<file path="src/rtl/fpu_pkg.sv">
// Shared types and default unit timing for the FPU scheduler.
package fpu_pkg;

  localparam int FPU_NUM_UNITS = 6;
  localparam int FPU_TAG_W     = 4;
  localparam int FPU_UID_W     = 3;
  localparam int FPU_MAX_LAT   = 10;

  typedef enum logic [FPU_UID_W-1:0] {
    U_NEGABS = 3'd0,
    U_ADDSUB = 3'd1,
    U_MUL    = 3'd2,
    U_DIV    = 3'd3,
    U_SQRT   = 3'd4,
    U_CMPCVT = 3'd5
  } fpu_unit_e;

  // {V,Z,O,U,I}
  typedef logic [4:0] fpu_exc_t;

  typedef struct packed {
    logic [FPU_TAG_W-1:0] tag;
    logic [FPU_UID_W-1:0] unit;
  } sched_entry_t;

  // Cycles from unit_start to valid unit_data, indexed by unit id.
  localparam int unsigned FPU_UNIT_LAT [FPU_NUM_UNITS] = '{0, 2, 2, 8, 8, 1};
  // Bit u set: unit u takes a new op every cycle.
  localparam logic [FPU_NUM_UNITS-1:0] FPU_UNIT_PIPED = 6'b100111;

endpackage

</file>
<file path="src/rtl/fpu_result_fifo.sv">
// Circular result FIFO with occupancy count; push and pop may coincide even when full.
module fpu_result_fifo #(
  parameter int DEPTH = 4,
  parameter int W     = 41,
  localparam int PW   = (DEPTH > 1) ? $clog2(DEPTH) : 1,
  localparam int CW   = $clog2(DEPTH + 1)
) (
  input  logic          clk,
  input  logic          rst,
  input  logic          clr_i,
  input  logic          push_i,
  input  logic [W-1:0]  push_data_i,
  input  logic          pop_i,
  output logic          valid_o,
  output logic [W-1:0]  head_o,
  output logic [CW-1:0] count_o
);

  logic [W-1:0]  mem_q [DEPTH];
  logic [PW-1:0] wr_q, wr_d, rd_q, rd_d;
  logic [CW-1:0] cnt_q, cnt_d;
  logic          full, do_push, do_pop;

  function automatic logic [PW-1:0] ptr_inc(input logic [PW-1:0] p);
    return (p == PW'(DEPTH - 1)) ? '0 : p + 1'b1;
  endfunction

  assign full    = (cnt_q == CW'(DEPTH));
  assign do_pop  = pop_i && (cnt_q != '0);
  assign do_push = push_i && (!full || do_pop);

  assign valid_o = (cnt_q != '0);
  assign head_o  = valid_o ? mem_q[rd_q] : '0;
  assign count_o = cnt_q;

  // Pointer and count next-state; clear wins over any push/pop.
  always_comb begin
    wr_d  = do_push ? ptr_inc(wr_q) : wr_q;
    rd_d  = do_pop  ? ptr_inc(rd_q) : rd_q;
    cnt_d = cnt_q + CW'(do_push) - CW'(do_pop);
    if (clr_i) begin
      wr_d  = '0;
      rd_d  = '0;
      cnt_d = '0;
    end
  end

  // Pointer/count state.
  always_ff @(posedge clk) begin
    if (rst) begin
      wr_q  <= '0;
      rd_q  <= '0;
      cnt_q <= '0;
    end else begin
      wr_q  <= wr_d;
      rd_q  <= rd_d;
      cnt_q <= cnt_d;
    end
  end

  // Storage needs no reset; entries are only read while counted valid.
  always_ff @(posedge clk) begin
    if (do_push && !clr_i) mem_q[wr_q] <= push_data_i;
  end

  // The scheduler's credit rule must keep pushes away from a full queue.
  a_no_overflow: assert property (@(posedge clk) disable iff (rst || clr_i)
                                  !(push_i && full && !do_pop))
    else $error("fpu_result_fifo overflow");

endmodule

</file>
<file path="src/rtl/fpu_sched_unit.sv">
// FPU scheduler: picks one lane per cycle, reserves the writeback slot,
// guards div/sqrt with busy counters and queues results in completion order.
module fpu_sched_unit
  import fpu_pkg::*;
#(
  parameter int                   ISSUE_WIDTH = 2,
  parameter int                   NUM_UNITS   = FPU_NUM_UNITS,
  parameter int unsigned          UNIT_LAT [NUM_UNITS] = FPU_UNIT_LAT,
  parameter logic [NUM_UNITS-1:0] UNIT_PIPED  = FPU_UNIT_PIPED,
  parameter int                   MAX_LAT     = FPU_MAX_LAT,
  parameter int                   DEPTH       = 4,
  parameter int                   TAG_W       = FPU_TAG_W,
  localparam int                  UID_W       = $clog2(NUM_UNITS)
) (
  input  logic                                clk,
  input  logic                                rst,
  input  logic                                flush,
  input  logic [ISSUE_WIDTH-1:0]              req_valid,
  input  logic [ISSUE_WIDTH-1:0][UID_W-1:0]   req_unit,
  input  logic [ISSUE_WIDTH-1:0][7:0]         req_subop,
  input  logic [ISSUE_WIDTH-1:0][31:0]        req_a,
  input  logic [ISSUE_WIDTH-1:0][31:0]        req_b,
  input  logic [ISSUE_WIDTH-1:0][TAG_W-1:0]   req_tag,
  output logic [ISSUE_WIDTH-1:0]              req_ready,
  output logic [NUM_UNITS-1:0]                unit_start,
  output logic [7:0]                          unit_subop,
  output logic [31:0]                         unit_a,
  output logic [31:0]                         unit_b,
  output logic                                unit_flush,
  input  logic [NUM_UNITS-1:0][31:0]          unit_data,
  input  logic [NUM_UNITS-1:0][4:0]           unit_exc,
  output logic                                res_valid,
  input  logic                                res_ready,
  output logic [TAG_W-1:0]                    res_tag,
  output logic [31:0]                         res_data,
  output logic [4:0]                          res_exc,
  output logic                                busy
);

  localparam int CNT_W = $clog2(MAX_LAT + 2);
  localparam int CR_W  = $clog2(DEPTH + 1);
  localparam int QW    = TAG_W + 32 + 5;
  localparam int NU2   = 2 ** UID_W;

  // Stage pipeline: entry k completes k cycles from now; occ_q is its valid vector.
  logic [MAX_LAT:0]                occ_q, occ_d, occ_nxt;
  sched_entry_t [MAX_LAT:0]        stg_q, stg_d;
  logic [NUM_UNITS-1:0][CNT_W-1:0] bcnt_q, bcnt_d;
  logic [CR_W-1:0]                 infl_q, infl_d, q_count;

  logic [NUM_UNITS-1:0] start_q, start_d;
  logic [7:0]           subop_q, subop_d;
  logic [31:0]          a_q, a_d, b_q, b_d;
  logic                 flush_q;

  logic [NU2-1:0]              unit_ok;
  logic [NU2-1:0][MAX_LAT:0]   lat_mask;
  logic                        credit_ok, acc;
  logic [UID_W-1:0]            sel_unit;
  logic [7:0]                  sel_subop;
  logic [31:0]                 sel_a, sel_b;
  logic [TAG_W-1:0]            sel_tag;

  logic          push, pop, q_valid;
  logic [31:0]   push_data;
  fpu_exc_t      push_exc;
  logic [QW-1:0] q_head;

  // Where existing entries sit next cycle; a new op lands at offset L there.
  assign occ_nxt = occ_q >> 1;

  // Per-unit slot mask and eligibility; unused unit ids are never eligible.
  for (genvar u = 0; u < NU2; u++) begin : g_unit
    if (u < NUM_UNITS) begin : g_real
      assign lat_mask[u] = (MAX_LAT + 1)'(1) << UNIT_LAT[u];
      assign unit_ok[u]  = ~occ_nxt[UNIT_LAT[u]] &
                           (UNIT_PIPED[u] | (bcnt_q[u] == '0));
    end else begin : g_none
      assign lat_mask[u] = '0;
      assign unit_ok[u]  = 1'b0;
    end
  end

  // Queue count is taken before this cycle's pop, so a pop frees credit next cycle.
  assign credit_ok = ({1'b0, infl_q} + {1'b0, q_count}) < (CR_W + 1)'(DEPTH);

  // Lowest-index valid lane with an eligible op wins; nothing accepted during flush.
  always_comb begin
    req_ready = '0;
    acc       = 1'b0;
    sel_unit  = '0;
    sel_subop = '0;
    sel_a     = '0;
    sel_b     = '0;
    sel_tag   = '0;
    if (!rst && !flush && credit_ok) begin
      for (int i = 0; i < ISSUE_WIDTH; i++) begin
        if (!acc && req_valid[i] && unit_ok[req_unit[i]]) begin
          acc          = 1'b1;
          req_ready[i] = 1'b1;
          sel_unit     = req_unit[i];
          sel_subop    = req_subop[i];
          sel_a        = req_a[i];
          sel_b        = req_b[i];
          sel_tag      = req_tag[i];
        end
      end
    end
  end

  // Writeback: the entry at offset 0 takes its unit's output this cycle.
  always_comb begin
    push      = occ_q[0];
    push_data = '0;
    push_exc  = '0;
    for (int u = 0; u < NUM_UNITS; u++) begin
      if (stg_q[0].unit == UID_W'(u)) begin
        push_data = unit_data[u];
        push_exc  = unit_exc[u];
      end
    end
  end

  assign pop = q_valid && res_ready;

  // Next state for slots, stage entries, busy counters, credits and unit outputs.
  always_comb begin
    occ_d = occ_nxt | (acc ? lat_mask[sel_unit] : '0);
    stg_d = stg_q >> $bits(sched_entry_t);
    for (int k = 0; k <= MAX_LAT; k++) begin
      if (acc && lat_mask[sel_unit][k]) begin
        stg_d[k].tag  = sel_tag;
        stg_d[k].unit = sel_unit;
      end
    end
    for (int u = 0; u < NUM_UNITS; u++) begin
      bcnt_d[u] = (bcnt_q[u] != '0) ? bcnt_q[u] - 1'b1 : '0;
      if (acc && !UNIT_PIPED[u] && (sel_unit == UID_W'(u)))
        bcnt_d[u] = CNT_W'(UNIT_LAT[u] + 1);
    end
    infl_d  = infl_q + CR_W'(acc) - CR_W'(push);
    start_d = acc ? (NUM_UNITS'(1) << sel_unit) : '0;
    subop_d = acc ? sel_subop : subop_q;
    a_d     = acc ? sel_a : a_q;
    b_d     = acc ? sel_b : b_q;
    if (flush) begin
      occ_d   = '0;
      stg_d   = '0;
      bcnt_d  = '0;
      infl_d  = '0;
      start_d = '0;
      subop_d = '0;
      a_d     = '0;
      b_d     = '0;
    end
  end

  // Scheduler state and registered unit interface.
  always_ff @(posedge clk) begin
    if (rst) begin
      occ_q   <= '0;
      stg_q   <= '0;
      bcnt_q  <= '0;
      infl_q  <= '0;
      start_q <= '0;
      subop_q <= '0;
      a_q     <= '0;
      b_q     <= '0;
      flush_q <= 1'b0;
    end else begin
      occ_q   <= occ_d;
      stg_q   <= stg_d;
      bcnt_q  <= bcnt_d;
      infl_q  <= infl_d;
      start_q <= start_d;
      subop_q <= subop_d;
      a_q     <= a_d;
      b_q     <= b_d;
      flush_q <= flush;
    end
  end

  fpu_result_fifo #(
    .DEPTH (DEPTH),
    .W     (QW)
  ) u_fifo (
    .clk         (clk),
    .rst         (rst),
    .clr_i       (flush),
    .push_i      (push),
    .push_data_i ({stg_q[0].tag, push_data, push_exc}),
    .pop_i       (pop),
    .valid_o     (q_valid),
    .head_o      (q_head),
    .count_o     (q_count)
  );

  assign res_valid                     = q_valid;
  assign {res_tag, res_data, res_exc}  = q_head;

  assign unit_start = start_q;
  assign unit_subop = subop_q;
  assign unit_a     = a_q;
  assign unit_b     = b_q;
  assign unit_flush = flush_q;
  assign busy       = (infl_q != '0) || (q_count != '0);

endmodule
</file>
<file path="config.mk">
export PLATFORM = sky130hd
export DESIGN_NAME = fpu_sched_unit
export DESIGN_NICKNAME = d
export VERILOG_FILES = /design/src/rtl/fpu_pkg.sv /design/src/rtl/fpu_result_fifo.sv /design/src/rtl/fpu_sched_unit.sv
export SDC_FILE = /design/constraint.sdc
export NUM_CORES = 1
export LEC_CHECK = 0
export CORE_AREA = 2 2 199 201
export CTS_CLUSTER_DIAMETER = 100
export DETAILED_ROUTE_END_ITERATION = 16
export DIE_AREA = 0 0 201 203
export PLACE_DENSITY_LB_ADDON = 0.08
export SLEW_MARGIN = 20
export SYNTH_ARGS = -nofsm -noshare
export SYNTH_HDL_FRONTEND = slang
export SYNTH_SLANG_ARGS = --single-unit
</file>
<file path="constraint.sdc">
create_clock -name clk -period 4.28 [get_ports clk]
set_clock_uncertainty 0.05 [all_clocks]
set_input_delay 0.642 -clock clk [delete_from_list [all_inputs] [get_ports clk]]
set_output_delay 0.642 -clock clk [all_outputs]
set_load 0.01 [all_outputs]
</file>
==> impl_summary.log, run 1 <==
INFO  metric io_pins = 510
INFO  metric synthesis.area_per_instance = 12.1 um2
INFO  metric clock.fmax = 258 MHz
INFO  metric grt_max_degree = 115
INFO  metric floorplan.die_area = 40800 um2
INFO  metric postCtsSetupRepairBufs = 0
INFO  metric die_height = 203 um
INFO  metric whs = 0.364 ns
INFO  metric synth_edf_count = 164
INFO  metric timing_worst_setup_path_type = in -> out
INFO  metric synth_nets = 1597
INFO  metric drc = 0
INFO  metric irDropWorstVdd = 246 uV
INFO  metric sink_count_of_the_clock_tree = 335
INFO  metric run_status = finished clean
INFO  metric vias = 11600
INFO  metric power.leakage = 7.31 nW
INFO  metric cell_internal_pwr = 5.88 mW
INFO  metric setup_violations = 0
INFO  metric ys_dominant_reg_cell = sky130_fd_sc_hd__dfxtp_1
INFO  metric ys_warn_count = 0
INFO  metric final_cell_count_no_fill = 2215
INFO  metric mappedNetlistArea = 14400 um2
INFO  metric data_arrival_time_of_the_critical_path = 3.19 ns
INFO  metric grt_setup_unrepaired = no
INFO  metric drtPass1Iterations = 5
INFO  metric pwr_density_cell = 356 nW/um2
INFO  metric worstSkewPairLatency = 0.50 ns
INFO  metric critPathMaxFanout = 8
INFO  metric report.final.slew_viol_count = 0
INFO  metric postSynthRegisterBits = 335
INFO  metric final-hold-violation-count = 0
INFO  metric setup-tns-final = 0 ns
INFO  metric via_count_of_the_first_global_routing_pass = 12000
INFO  metric final.min_clock_period = 3.88 ns
INFO  metric placement.io_buffers = 509
INFO  metric postRouteWirelength = 46900 um
INFO  metric numCtsBuffers = 36
INFO  metric utilization = 55.1%
INFO  metric dr.first_iter.drc_count = 485
INFO  metric syn_inst = 1191
INFO  metric power_switching_share = 22.1%
INFO  metric core-area = 38500 um2
INFO  metric highest_count_cells_in_the_layout_ignoring_fill_and_taps = sky130_fd_sc_hd__clkdlybuf4s50_1, sky130_fd_sc_hd__dfxtp_1, sky130_fd_sc_hd__edfxtp_1
INFO  metric post-place-ws = 0.279 ns
INFO  metric detail_route.wl_per_cell = 21.2 um
INFO  metric gp_routability_congestion = 0.882
INFO  metric share_of_post_route_cells_with_drive_strength_above_1 = 9.19%
INFO  metric type_of_destination_of_the_critical_path = output pin
INFO  metric root_buffer = sky130_fd_sc_hd__clkbuf_16
INFO  metric start_kind = primary input
INFO  metric worst_setup_hold_path_clk_slew = 0.06 ns
INFO  metric period_share = 90.6%
INFO  metric antenna_nets_post_route = 0
INFO  metric die_width = 201 um
INFO  metric synth_cell_types = 59
INFO  metric max_cap_viol_count = 0
INFO  metric start_util = 37.5%
INFO  metric worst-endpoint-required = 3.59 ns
INFO  metric gr-total-overflow = 0
INFO  metric ctsHoldBuffers = 0
INFO  metric cts_buffer_depth = 3
INFO  metric timing.hold.worst.class = reg -> reg
INFO  metric viasPerCell = 5.22
INFO  metric slew_headroom = 34.7%
INFO  metric power.switching = 1.67 mW
INFO  metric wire_length_of_the_first_global_routing_pass = 70600 um
INFO  metric antenna_found_initial = 1
INFO  metric clockPowerShare = 41.1%
INFO  metric synth_sequential_area_ratio = 57.9%
INFO  metric mostFrequentLayoutCell = sky130_fd_sc_hd__clkdlybuf4s50_1
INFO  metric antenna_cells_inserted = 0
INFO  metric setup_slack = 0.403 ns
INFO  metric placed_cells_incl_taps = 2152
INFO  metric cts_tree = yes
INFO  metric ys_async_sr_fraction = 0%
INFO  metric area_delta_synth_final = 46.8%
INFO  metric worst-slew-pin-transition = 0.980 ns
INFO  metric place_hpwl = 34200 um
INFO  metric number_of_fill_cells = 3355
INFO  metric cts.htree.levels = 2
INFO  metric cts-resized-gates = 0
INFO  metric grt_use_total = 22.3%
INFO  metric power.combinational.fraction = 13.4%
INFO  metric seq_power_share = 45.5%
INFO  metric placementRows = 72
INFO  metric fin_nets = 2078
-- critical path, cell delays in order --
cell and delay (ns):
sky130_fd_sc_hd__clkdlybuf4s50_1 0.56, sky130_fd_sc_hd__and4bb_2 0.33, sky130_fd_sc_hd__o32ai_2 0.44, sky130_fd_sc_hd__nor3_2 0.16, sky130_fd_sc_hd__nor3_1 0.41, sky130_fd_sc_hd__clkdlybuf4s50_1 0.64
-- logic make-up (layout without fill, tap and decap cells) --
group | Yosys count | after routing | synth area share (%)
AOI/OAI and AO/OA | 329 | 329 | 13.8
xor gates and xnor gates | 7 | 7 | 0.425
adders and majority gates | 20 | 20 | 1.84
buffers and inverters | 123 | 629 | 3.73
DFF | 335 | 335 | 57.9
muxes | 123 | 123 | 12.9
and+or+nand+nor | 254 | 254 | 9.44
-- worst paths after layout --
kind	start	endpoint	slack [ns]	cells past startpoint
max	req_unit[1]	req_ready[1]	0.40	6
min	stg_q[43]	stg_q[36]	0.36	1
max reg2reg	bcnt_q[16]	stg_q[6]	0.85	12
min reg2reg	stg_q[43]	stg_q[36]	0.36	1
-- final cells by class --
cell class,instances,area (um2),share of cell area [%]
Multi-Input combinational cell,733,5570,26.3
Inverter,30,113,0.532
Clock buffer,51,1020,4.81
Timing Repair Buffer,536,5310,25.1
Sequential cell,335,8360,39.5
Clock inverter,12,163,0.768
Tap cell,518,648,3.06
-- routing by layer --
| layer | wire [um] | GRT usage (%) |
|---|---|---|
| met1 | 18500 | 26.5 |
| met2 | 23200 | 38.8 |
| met3 | 3620 | 6.07 |
| met4 | 1560 | 7.83 |
| met5 | 10 | 0 |
-- sequential cells by signal (all words and copies together), names as in the netlist, 2 cells and up, named ones only --
signal,cells
u_fifo.mem_q,164
stg_q,63
unit_a,32
unit_b,32
occ_q,9
bcnt_q,8
unit_subop,8
unit_start,6
infl_q,3
u_fifo.count_o,3
u_fifo.rd_q,2
u_fifo.wr_q,2
-- metrics by stage --
step                cell area, um2  power, mW
floorplan                    14400       3.90
global placement             20000       4.51
detailed placement           20000       4.52
CTS                          21200       7.64
global route                 21200       7.83
finish                       21200       7.55
-- Yosys cell counts, drive strengths merged, types with 2 or more instances --
cell | n | share of area, %
and2 | 92 | 4.0
nand2 | 52 | 1.4
o22ai | 82 | 3.6
nand3 | 4 | 0.17
nor3b | 3 | 0.16
or3b | 2 | 0.14
a22oi | 5 | 0.26
nor3 | 13 | 0.49
or2 | 4 | 0.17
ha | 18 | 1.6
nand3b | 2 | 0.10
a21oi | 106 | 3.7
clkbuf | 49 | 1.3
mux4 | 50 | 7.8
inv | 30 | 0.78
o311ai | 2 | 0.12
mux2i | 72 | 5.0
nor2b | 10 | 0.43
o221ai | 30 | 1.8
edfxtp | 164 | 34
or3 | 4 | 0.21
o21a | 2 | 0.10
buf | 44 | 1.7
o21ai | 79 | 2.7
nand2b | 8 | 0.35
fa | 2 | 0.28
a21o | 2 | 0.10
and3 | 7 | 0.30
dfxtp | 171 | 24
a211oi | 13 | 0.68
xnor2 | 6 | 0.36
nor2 | 49 | 1.3
-- power by group through the flow --
stage	logic (mW)	clock network [mW]	registers, mW
2_1_floorplan	0.399	0	3.51
3_3_place_gp	1.01	0	3.51
3_5_place_dp	1.02	0	3.51
4_1_cts	1.02	3.18	3.44
5_1_grt	1.09	3.30	3.44
6_report	1.01	3.10	3.44
Power figures use the tool's default switching activity.
==> run 2, diff against run 1 <==
Settings changed: SLEW_MARGIN 20 to not set.
==> results of run 2 <==
Final layout, timing and power as in run 1 (identical DEF).
